<file path="config.mk">
export PLATFORM = sky130hd
export DESIGN_NAME = drive_assist_sched
export DESIGN_NICKNAME = d
export VERILOG_FILES = /design/src/rtl/drive_assist_pkg.sv /design/src/rtl/drive_assist_sched_mult.sv /design/src/rtl/drive_assist_sched.sv
export SDC_FILE = /design/constraint.sdc
export NUM_CORES = 1
export LEC_CHECK = 0
export CAP_MARGIN = 20
export CORE_MARGIN = 4
export CORE_UTILIZATION = 34
export CTS_CLUSTER_DIAMETER = 200
export DETAILED_ROUTE_END_ITERATION = 8
export GPL_TIMING_DRIVEN = 0
export PLACE_DENSITY = 0.56
export SLEW_MARGIN = 10
export SYNTH_ARGS = -nofsm -noshare
export SYNTH_HDL_FRONTEND = slang
export SYNTH_SLANG_ARGS = --single-unit
export TNS_END_PERCENT = 1
</file>
<file path="constraint.sdc">
create_clock -name clk -period 25.1 [get_ports clk]
set_input_delay 3.765 -clock clk [delete_from_list [all_inputs] [get_ports clk]]
set_output_delay 3.765 -clock clk [all_outputs]
set_load 0.02 [all_outputs]
</file>
<file path="src/rtl/drive_assist_pkg.sv">
// ----------------------------------------------------------------------------
// drive_assist_pkg : shared types and default constants for drive_assist_sched
// Rev 1.0
// ----------------------------------------------------------------------------
`default_nettype none

package drive_assist_pkg;

  typedef enum logic [2:0] {
    IDLE = 3'd0,
    MUL1 = 3'd1,
    MUL2 = 3'd2,
    MUL3 = 3'd3,
    DONE = 3'd4
  } state_e;

  localparam logic        [11:0] TORQUE_MIN_DEF = 12'h380;
  localparam logic        [5:0]  CAD_OFFSET_DEF = 6'd32;
  localparam logic signed [12:0] INC_OFFSET_DEF = 13'sd256;

  localparam logic signed [12:0] SAT_POS = 13'sd511;
  localparam logic signed [12:0] SAT_NEG = -13'sd512;

endpackage

`default_nettype wire

</file>
<file path="src/rtl/drive_assist_sched_mult.sv">
// ----------------------------------------------------------------------------
// shared_mult : 16x16 unsigned multiplier with enabled, registered 32-bit output
// Rev 1.0
// ----------------------------------------------------------------------------
`default_nettype none

module shared_mult (
  input  logic        clk,
  input  logic        rst_n,
  input  logic        i_en,
  input  logic [15:0] i_a,
  input  logic [15:0] i_b,
  output logic [31:0] o_p
);

  logic [31:0] r_p;

  always_ff @(posedge clk or negedge rst_n) begin
    if (!rst_n) begin
      r_p <= '0;
    end else if (i_en) begin
      r_p <= {16'b0, i_a} * {16'b0, i_b};
    end
  end

  assign o_p = r_p;

endmodule

`default_nettype wire

</file>
<file path="src/rtl/drive_assist_sched.sv">
// ----------------------------------------------------------------------------
// drive_assist_sched : motor target current from rider inputs, 4-cycle schedule
// over one shared registered multiplier.  Rev 1.0
// ----------------------------------------------------------------------------
`default_nettype none

module drive_assist_sched
  import drive_assist_pkg::*;
#(
  parameter logic        [11:0] TORQUE_MIN = TORQUE_MIN_DEF,
  parameter logic        [4:0]  CAD_THRESH = 5'd1,
  parameter logic        [5:0]  CAD_OFFSET = CAD_OFFSET_DEF,
  parameter logic signed [12:0] INC_OFFSET = INC_OFFSET_DEF
) (
  input  logic        clk,
  input  logic        rst_n,
  input  logic        start,
  input  logic [11:0] avg_torque,
  input  logic [4:0]  cadence,
  input  logic        not_pedaling,
  input  logic [12:0] incline,
  input  logic [2:0]  scale,
  output logic [11:0] target_curr,
  output logic        vld,
  output logic        busy,
  output logic        overrun
);

  state_e             r_state;
  logic               r_pend;
  logic               r_vld;
  logic               r_overrun;
  logic [11:0]        r_target;

  logic [11:0]        r_torque;
  logic [4:0]         r_cad;
  logic signed [12:0] r_inc;
  logic [2:0]         r_scale;
  logic               r_np;
  logic [14:0]        r_p1;

  logic               w_cap;
  logic               w_in_mul;
  logic [11:0]        w_torque_pos;
  logic [5:0]         w_cad_factor;
  logic signed [12:0] w_inc_sat;
  logic signed [12:0] w_inc_sum;
  logic [8:0]         w_inc_lim;
  logic               w_mul_en;
  logic [15:0]        w_mul_a;
  logic [15:0]        w_mul_b;
  logic [31:0]        w_prod;
  logic [11:0]        w_sat;

  // A pending request re-samples the live inputs at DONE exit.
  assign w_cap    = ((r_state == IDLE) && start) ||
                    ((r_state == DONE) && (start || r_pend));
  assign w_in_mul = (r_state == MUL1) || (r_state == MUL2) || (r_state == MUL3);

  assign w_torque_pos = (r_torque > TORQUE_MIN) ? (r_torque - TORQUE_MIN) : 12'd0;
  assign w_cad_factor = (r_cad > CAD_THRESH) ? ({1'b0, r_cad} + CAD_OFFSET) : 6'd0;

  assign w_inc_sat = (r_inc > SAT_POS) ? SAT_POS :
                     (r_inc < SAT_NEG) ? SAT_NEG : r_inc;
  assign w_inc_sum = w_inc_sat + INC_OFFSET;
  assign w_inc_lim = (w_inc_sum < 13'sd0)   ? 9'd0   :
                     (w_inc_sum > SAT_POS)  ? 9'd511 : w_inc_sum[8:0];

  always_comb begin
    w_mul_en = 1'b0;
    w_mul_a  = '0;
    w_mul_b  = '0;
    case (r_state)
      MUL1: begin
        w_mul_en = 1'b1;
        w_mul_a  = {4'b0, w_torque_pos};
        w_mul_b  = {13'b0, r_scale};
      end
      MUL2: begin
        w_mul_en = 1'b1;
        w_mul_a  = {10'b0, w_cad_factor};
        w_mul_b  = {7'b0, w_inc_lim};
      end
      MUL3: begin
        w_mul_en = 1'b1;
        w_mul_a  = {1'b0, r_p1};
        w_mul_b  = {1'b0, w_prod[14:0]};
      end
      default: ;
    endcase
  end

  shared_mult u_mult (
    .clk   (clk),
    .rst_n (rst_n),
    .i_en  (w_mul_en),
    .i_a   (w_mul_a),
    .i_b   (w_mul_b),
    .o_p   (w_prod)
  );

  assign w_sat = r_np                  ? 12'd0   :
                 (w_prod[31:27] != '0) ? 12'hFFF : w_prod[26:15];

  always_ff @(posedge clk or negedge rst_n) begin
    if (!rst_n) begin
      r_torque <= '0;
      r_cad    <= '0;
      r_inc    <= '0;
      r_scale  <= '0;
      r_np     <= 1'b0;
    end else if (w_cap) begin
      r_torque <= avg_torque;
      r_cad    <= cadence;
      r_inc    <= incline;
      r_scale  <= scale;
      r_np     <= not_pedaling;
    end
  end

  always_ff @(posedge clk or negedge rst_n) begin
    if (!rst_n) begin
      r_state   <= IDLE;
      r_pend    <= 1'b0;
      r_vld     <= 1'b0;
      r_overrun <= 1'b0;
      r_target  <= '0;
      r_p1      <= '0;
    end else begin
      r_vld     <= 1'b0;
      r_overrun <= 1'b0;
      // Further starts while computing coalesce into a single pending request.
      if (w_in_mul && start) begin
        if (r_pend) r_overrun <= 1'b1;
        else        r_pend    <= 1'b1;
      end
      case (r_state)
        IDLE: if (start) r_state <= MUL1;
        MUL1: r_state <= MUL2;
        MUL2: begin
          r_p1    <= w_prod[14:0];
          r_state <= MUL3;
        end
        MUL3: r_state <= DONE;
        DONE: begin
          r_target <= w_sat;
          r_vld    <= 1'b1;
          if (start || r_pend) begin
            r_pend  <= 1'b0;
            r_state <= MUL1;
          end else begin
            r_state <= IDLE;
          end
        end
        default: r_state <= IDLE;
      endcase
    end
  end

  assign target_curr = r_target;
  assign vld         = r_vld;
  assign busy        = (r_state != IDLE);
  assign overrun     = r_overrun;

endmodule

`default_nettype wire

</file>
==> results of run 1 <==
synthesized netlist by cell type (all sizes together), types with 5 or more instances:
| cell type | count |
|---|---|
| dfrtp | 97 |
| buf | 18 |
| nor2 | 133 |
| o21bai | 6 |
| nand2b | 10 |
| nand3 | 13 |
| xor2 | 16 |
| and3 | 13 |
| a21oi | 47 |
| xnor2 | 13 |
| or2 | 5 |
| fa | 167 |
| o211ai | 5 |
| inv | 190 |
| nand2 | 198 |
| mux2 | 51 |
| a21o | 12 |
| clkbuf | 35 |
| o21a | 7 |
| and2 | 19 |
| ha | 98 |
| o31ai | 13 |
| nor3 | 7 |
| a22oi | 9 |
| o21ai | 45 |
worst max-delay path: cells and delay by family (launching register included):
| kind | cells | cell delay (ns) |
|---|---|---|
| buffers and inverters | 7 | 1.18 |
| AOI/OAI and AO/OA | 9 | 2.16 |
| xor gates and xnor gates | 1 | 0.21 |
| DFF | 1 | 0.44 |
| adders and majority gates | 9 | 4.16 |
| and+or+nand+nor | 6 | 1.10 |
cells by family (layout without fill, tap and decap cells):
| kind of cell | Yosys count | after routing | share of synthesized area (%) |
|---|---|---|---|
| simple gates | 419 | 419 | 15.3 |
| fa+ha+maj | 265 | 265 | 39.0 |
| buf+inv | 244 | 313 | 8.09 |
| compound gates | 175 | 175 | 9.79 |
| flops | 97 | 97 | 20.7 |
| mux | 52 | 52 | 4.98 |
| xor+xnor | 29 | 29 | 2.17 |
worst paths after layout:
| check | startpoint | end |
|---|---|---|
| setup / recovery | r_inc[12] | u_mult.o_p[29] |
| hold / removal | u_mult.o_p[29] | u_mult.o_p[29] |
| setup reg to reg | r_inc[12] | u_mult.o_p[29] |
| hold reg to reg | u_mult.o_p[29] | u_mult.o_p[29] |
| max in group asynchronous | rst_n | r_p1[7] |
| min in group asynchronous | rst_n | r_scale[2] |
state kept, by name (all words and copies together) (netlist names):
signal and count:
u_mult.o_p 30, r_pend 1, r_state 3, r_p1 15
vld 1, r_scale 3, r_np 1, r_torque 12
r_cad 5, overrun 1, target_curr 12, r_inc 13
stage by stage:
stage / hold WS, ns / util, % / cells
2_1_floorplan: 0.442 / - / 1281
3_3_place_gp: 0.457 / 37.9 / 1780
3_5_place_dp: 0.465 / 38.0 / 1782
4_1_cts: 0.481 / 38.9 / 1798
5_1_grt: 0.513 / 38.9 / 1798
6_report: 0.477 / 38.9 / 1798
layer usage:
metal  wire, um  share of wire [%]  track usage (%)
met1      15200                 47             25.3
met3       1290                4.0             2.03
met5          0                  0                0
met2      15500                 48             29.9
met4        303               0.94             2.86
area by class of cell:
class,instances,area (sq um)
Tap cell,448,561
Clock inverter,7,90.1
Sequential cell,97,2430
Buffer,53,231
Fill cell,3458,20600
Clock buffer,9,225
Multi-Input combinational cell,940,8350
Inverter,191,717
Timing Repair Buffer,53,544
power by group:
part	switching, mW	internal (mW)	total, mW
Sequential	0.0579	0.222	0.279
Combinational	0.694	0.386	1.08
Clock	0.0673	0.0796	0.147
Total	0.819	0.687	1.51
==> results.md, run 1 <==
- The number of detailed-routing iterations run before antenna repair is 6.
- The repair_antennas step left the layout with diodes totalling 0.
- The setup slack after layout is around 16 ns.
- The die is ~190 um tall.
- The library cells used most frequently in the layout, excluding fill and tap cells, are nand2_1, inv_1, fa_1, nor2_1, ha_1.
- Ranked by total cell area, the synthesized netlist is headed by fa_1, dfrtp_1, ha_1.
- The maximum fanout along the worst path is 10.
- The number of warnings reported in the yosys synthesis log is 0.
- Gates resized during post-CTS repair numbered 0.
- The overall power consumption is between 1.5 and 2 mW.
- The detailed router finished its first iteration with slightly above 600 violations.
- Yosys mapped the design onto between 60 and 70 distinct sky130hd cell types.
- The number of failing hold endpoints at the final stage was 0.
- The via count of the first global-routing pass is about 9600.
- The delay contributed by the slowest stage of the critical path is about 0.67 ns.
- For this design the static power due to leakage is roughly 6.1 nW.
- In this run the standard cell core region covers 33800 sq um.
- The clock tree synthesis step divided the H-tree into 3 levels.
- The routed design has 32.3 mm of wire.
- STA puts the critical path data arrival time at between 9 and 10 ns.
- By startpoint and endpoint, the worst setup path is classified as reg2reg.
- The clock-pin slew reported for the worst setup and hold paths after clock tree synthesis is 0.08 ns.
- The post-placement worst setup slack is around 16 ns.
- After detailed placement, the total cell area comes to approximately 13000 sq um.
- Summed over all failing endpoints, the final setup total negative slack is 0 ns.
- For the final database, setup skew stands at about 0.0083 ns.
- The worst supply voltage drop on vdd is 0.0823 mV.
- The floorplan step set the die width to slightly below 200 um.
- For this design, the sink count on the clock tree is 97.
- The synthesized instance count is between 1000 and 1500.
- The first global-routing pass estimated between 50 and 60 mm of wire.
- The share of cells above drive strength 1 is approximately 7.5%.
- The count of standard-cell rows is 67.
- The die covers about 38000 sq um.
- Port buffering added a little over 50 buffers.
- Once the floorplan was initialized, standard cells occupied between 30% and 40% of the core.
- The number of nets handed over by synthesis was about 1600.
- Leaving out fill and tap cells, the most frequent cell in the layout is nand2_1.
- The master of the slowest instance on the critical path is a31oi_1.
- Summed over all instances, the cell type with the most area after synthesis is fa_1.
- Dividing the final minimum period by the clock period gives a little under two fifths.
- STA puts the critical path data required time at between 20 and 30 ns.
- The mapped cell area is roughly 12000 sq um.
- Setup slack on the worst reg-to-reg path comes out at between 15 and 20 ns.
- The post-synthesis average cell area is approximately 9.2 sq um.
- The kind of start point of the critical path is a flop.
- The synthesized design contains 97 register bits.
- The async set-reset flop share out of synthesis is 100%.
- The hold-critical path depth is 2.
- The predominant post-synthesis flop cell is dfrtp_1.
- The cell area after layout is 13100 sq um.
- The number of enable flip-flop cells after synthesis is 0.
- Dividing the detail-routed via count by the number of cells gives about 5.0.
- Dividing the detail-routed wire length by the instance count gives 18.0 um.
- The area share of the largest cell type after synthesis is 28.5%.
- The total track usage is roughly 18%.
- The number of buffers between clock root and the deepest sink is 2.
- The congestion estimate from routability-driven global placement came to 0.859.
- The number of clock buffers added by TritonCTS is 9.
- After global routing the overflow that remains totals 0.
- The area growth from synthesis to layout is 12.1%.
- The DRC violation count after routing is 0.
- Timing would allow up to 107 MHz.
- For the pin with the worst max-slew slack, the measured transition is 1.23 ns.
- The worst-case headroom to the max-slew limit is between 10% and 20%.
- The sequential element share of the synthesized area is about 21%.
- The half-perimeter wire length after placement is ~27 mm.
- The initial antenna violation count is 1.
- 52 I/O pins were placed.
- STA classifies the critical path endpoint as a flop.
- Max-cap violations in this run came to 0.
- Entering global routing, the biggest net connects between 60 and 70 pins.
- The net total in the final layout is roughly 1600.
- The detail route stage leaves a number of antenna-violating nets equal to 0.
- The run finished with clean final reports.
- Setup repair after global routing left no endpoint under its margin.
- TritonCTS built the clock tree.
- In this design, the critical path's most frequently occurring cell is fa_1.
- The cell depth of the worst flop-to-flop path is 32.
- The count of final max-slew check failures is 0.
- The setup violation total in the final timing report is 0.
- The cts-stage hold buffer count is 0.
- At the later pin of the worst-skew pair, clock insertion delay measures ~0.35 ns.
- The power density over the cells is ~110 nW/um^2.
- The smallest clock period supported by the final layout is computed as between 9 and 10 ns.
- The tree is rooted in a clkbuf_16.
- After clock tree synthesis, the setup repair step added 0 buffers.
- The classification of the worst-slack hold path is reg2reg.
- The total vias in the final route is 8947.
Power figures use the tool's default switching activity.
==> inputs of run 2 (changes only) <==
- clock period: 25.1 -> 8.79 ns (I/O delays scaled with it)
==> run 2 against run 1 <==
  * Die area unchanged
  * First-iteration DRC count decreased by 13%
  * Core utilization is 0.59 points higher
  * Cell count increased by 0.67%
  * Setup slack got worse by 15 ns
  * Largest cell class unchanged
  * Highest routed layer unchanged
==> results.md, run 2 (same netlist as run 1, synthesis figures left out) <==
- The kind of start point of the critical path was a flop (unchanged).
- The standard cell core area is 33800 sq um (unchanged).
- The number of detailed-routing iterations run before antenna repair is 5 (was 6).
- The initial cell density of the core is 34.7% (unchanged).
- The final critical-path required period was 8.40 ns (was 9.39 ns).
- The delay contributed by the slowest stage of the critical path is 0.59 ns (was 0.67 ns).
- The number of sinks handled by clock tree synthesis is 97 (unchanged).
- The clock root buffer master is clkbuf_16 (unchanged).
- The total track usage is 17.8% (about the same).
- The overflow left after global routing is 0 (unchanged).
- The number of diodes is 0 (unchanged).
- The die outline width came to 194 um (unchanged).
- The clock-pin slew reported for the worst setup and hold paths after clock tree synthesis is 0.07 ns (was 0.08 ns).
- The global routing usage on met1 was 25.3% (about the same).
- The TritonCTS clock tree is yes (unchanged).
- The boundary pin count was 52 (unchanged).
- The worst setup skew after layout is 0.00582 ns (was 0.00832 ns).
- The most common cell after layout, fill and taps aside is nand2_1 (unchanged).
- The post-route worst hold slack is 0.477 ns (unchanged).
- The final setup TNS came to 0 ns (unchanged).
- The data required time at the worst endpoint came to 9.01 ns (was 25.32 ns).
- The overall die height is 194 um (unchanged).
- The classification of the worst-slack hold path is reg2reg (unchanged).
- The setup violation total in the final timing report is 0 (unchanged).
- The number of buffers between clock root and the deepest sink came to 2 (unchanged).
- Highest-count cells in the layout ignoring fill and taps: nand2_1, inv_1, fa_1, nor2_1, ha_1 (unchanged).
- The share of cells above drive strength 1 is 9.32% (was 7.48%).
- The met3 usage in global routing is 2.03% (unchanged).
- The DRC violation count after routing is 0 (unchanged).
- The count of final max-slew check failures came to 0 (unchanged).
- The half-perimeter wire length after placement is 27.1 mm (unchanged).
- The total of buffers placed on input and output ports is 51 (unchanged).
- The worst path arrival time is 8.61 ns (was 9.60 ns).
- The final cell count without fillers came to 1810 (was 1798).
- The count of standard-cell rows is 67 (unchanged).
- The startpoint-to-endpoint class of the critical path is reg2reg (unchanged).
- The global-route track usage on met2 is 30.1% (was 29.9%).
- The wire length after detailed routing came to 32.5 mm (was 32.3 mm).
- The area of the die was 37500 sq um (unchanged).
- The peak-usage layer in the global routing report is met2 (unchanged).
- The setup slack of the most critical reg-to-reg path is 0.39 ns (was 15.71 ns).
- The post-placement worst setup slack came to -0.443 ns (was 15.87 ns).
- The cell area after layout came to 13300 sq um (was 13100 sq um).
- The final worst-path cycle share came to 95.5% (was 37.4%).
- The standby leakage power is 6.24 nW (was 6.14 nW).
- The average wire per standard cell is 18.0 um (about the same).
- The total clock buffers created by CTS was 9 (unchanged).
- The layout-stage area growth over the synthesis result came to 13.8% (was 12.1%).
- The number of flip-flops in the largest register is 30 (unchanged).
- The maximum fanout along the worst path is 10 (unchanged).
- The cell total after placement came to 1782 (unchanged).
- The cell occurring most often along the worst timing path was fa_1 (unchanged).
- The starting DRC count in detailed routing was 539 (was 623).
- The overall power consumption was 4.40 mW (was 1.51 mW).
- Outcome: completed (unchanged).
- The antenna violation net count after detailed routing is 0 (unchanged).
- The type of destination of the critical path is a flop (unchanged).
- The timing-limited maximum frequency is 119 MHz (was 107 MHz).
- The area of placed instances came to 12800 sq um (unchanged).
- The final weighted congestion in routability-driven placement came to 0.859 (unchanged).
- The cts-stage hold buffer count is 0 (unchanged).
- The initial antenna violation count came to 1 (unchanged).
- The worst-case headroom to the max-slew limit was 14.3% (was 18.1%).
- The routed via count divided by cell count is 5.01 (was 4.98).
- The master of the slowest instance on the critical path is fa_1 (was a31oi_1).
- The net total in the final layout is 1659 (was 1647).
- The setup slack after layout is 0.393 ns (was 15.71 ns).
- The final core utilization is 39.5% (was 38.9%).
- The pin count of the biggest net entering global routing was 65 (unchanged).
- The wire length of the first global-routing pass is 53.8 mm (was 53.7 mm).
- The clock network latency to the later pin of the worst-skew pair is 0.35 ns (about the same).
- The power density over the cells is 330 nW/um^2 (was 115 nW/um^2).
- The worst supply voltage drop on vdd is 0.236 mV (was 0.0823 mV).
- The number of maximum-capacitance violations came to 0 (unchanged).
- The transition at the pin with the smallest max-transition slack is 1.28 ns (was 1.23 ns).
- The via count of the first global-routing pass is 9624 (was 9586).
- The number of failing hold endpoints at the final stage is 0 (unchanged).
- The total vias in the final route is 9064 (was 8947).
- The H-tree depth came to 3 (unchanged).
[run 2: final timing paths]
kind | from | to | depth (start not counted)
setup / recovery | r_inc[9] | u_mult.o_p[29] | 32
hold / removal | u_mult.o_p[29] | u_mult.o_p[29] | 2
setup reg to reg | r_inc[9] | u_mult.o_p[29] | 32
hold reg to reg | u_mult.o_p[29] | u_mult.o_p[29] | 2
max in group asynchronous | rst_n | r_p1[7] | 2
min in group asynchronous | rst_n | r_scale[2] | 1
[run 2: layout make-up]
cell class                 instances  area, sq um
buffer                            53          240
clock buffer                       9          225
clock inverter                     7         90.1
fill                            3444        20400
inverter                         191          718
multi-input combinational        940         8440
sequential                        97         2430
tap                              448          561
timing repair buffer              65          634
[run 2: timing repair]
action | CTS | global route
buffers inserted | 4 | 8
endpoints found under the setup margin | 15 | 16
gates cloned | 0 | 0
gates resized for setup | 10 | 16
pin swaps | 1 | 1
[run 2: critical path, delay by kind of cell, from the launching register on]
family / cells / cell delay [ns]
flops: 1 / 0.42
simple gates: 6 / 1.14
compound gates: 9 / 1.56
fa+ha+maj: 9 / 4.08
buf+inv: 7 / 0.86
xor+xnor: 1 / 0.20
[run 2: where the power goes]
part           switching [mW]  leakage (nW)  internal, mW  total (mW)
registers               0.170          1.24         0.633       0.803
clock network           0.194         0.152         0.227       0.421
logic                    2.01          4.84          1.16        3.18
total                    2.38          6.24          2.03        4.40
[run 2: per-layer routing]
metal  vias to the layer above  wire length (um)  part of all wire (%)
met1                      4601             15300                    47
met3                        18              1270                   3.9
met5                         -                 0                     0
met2                       210             15700                    48
li1                       4235                 -                     -
met4                         0               310                  0.95
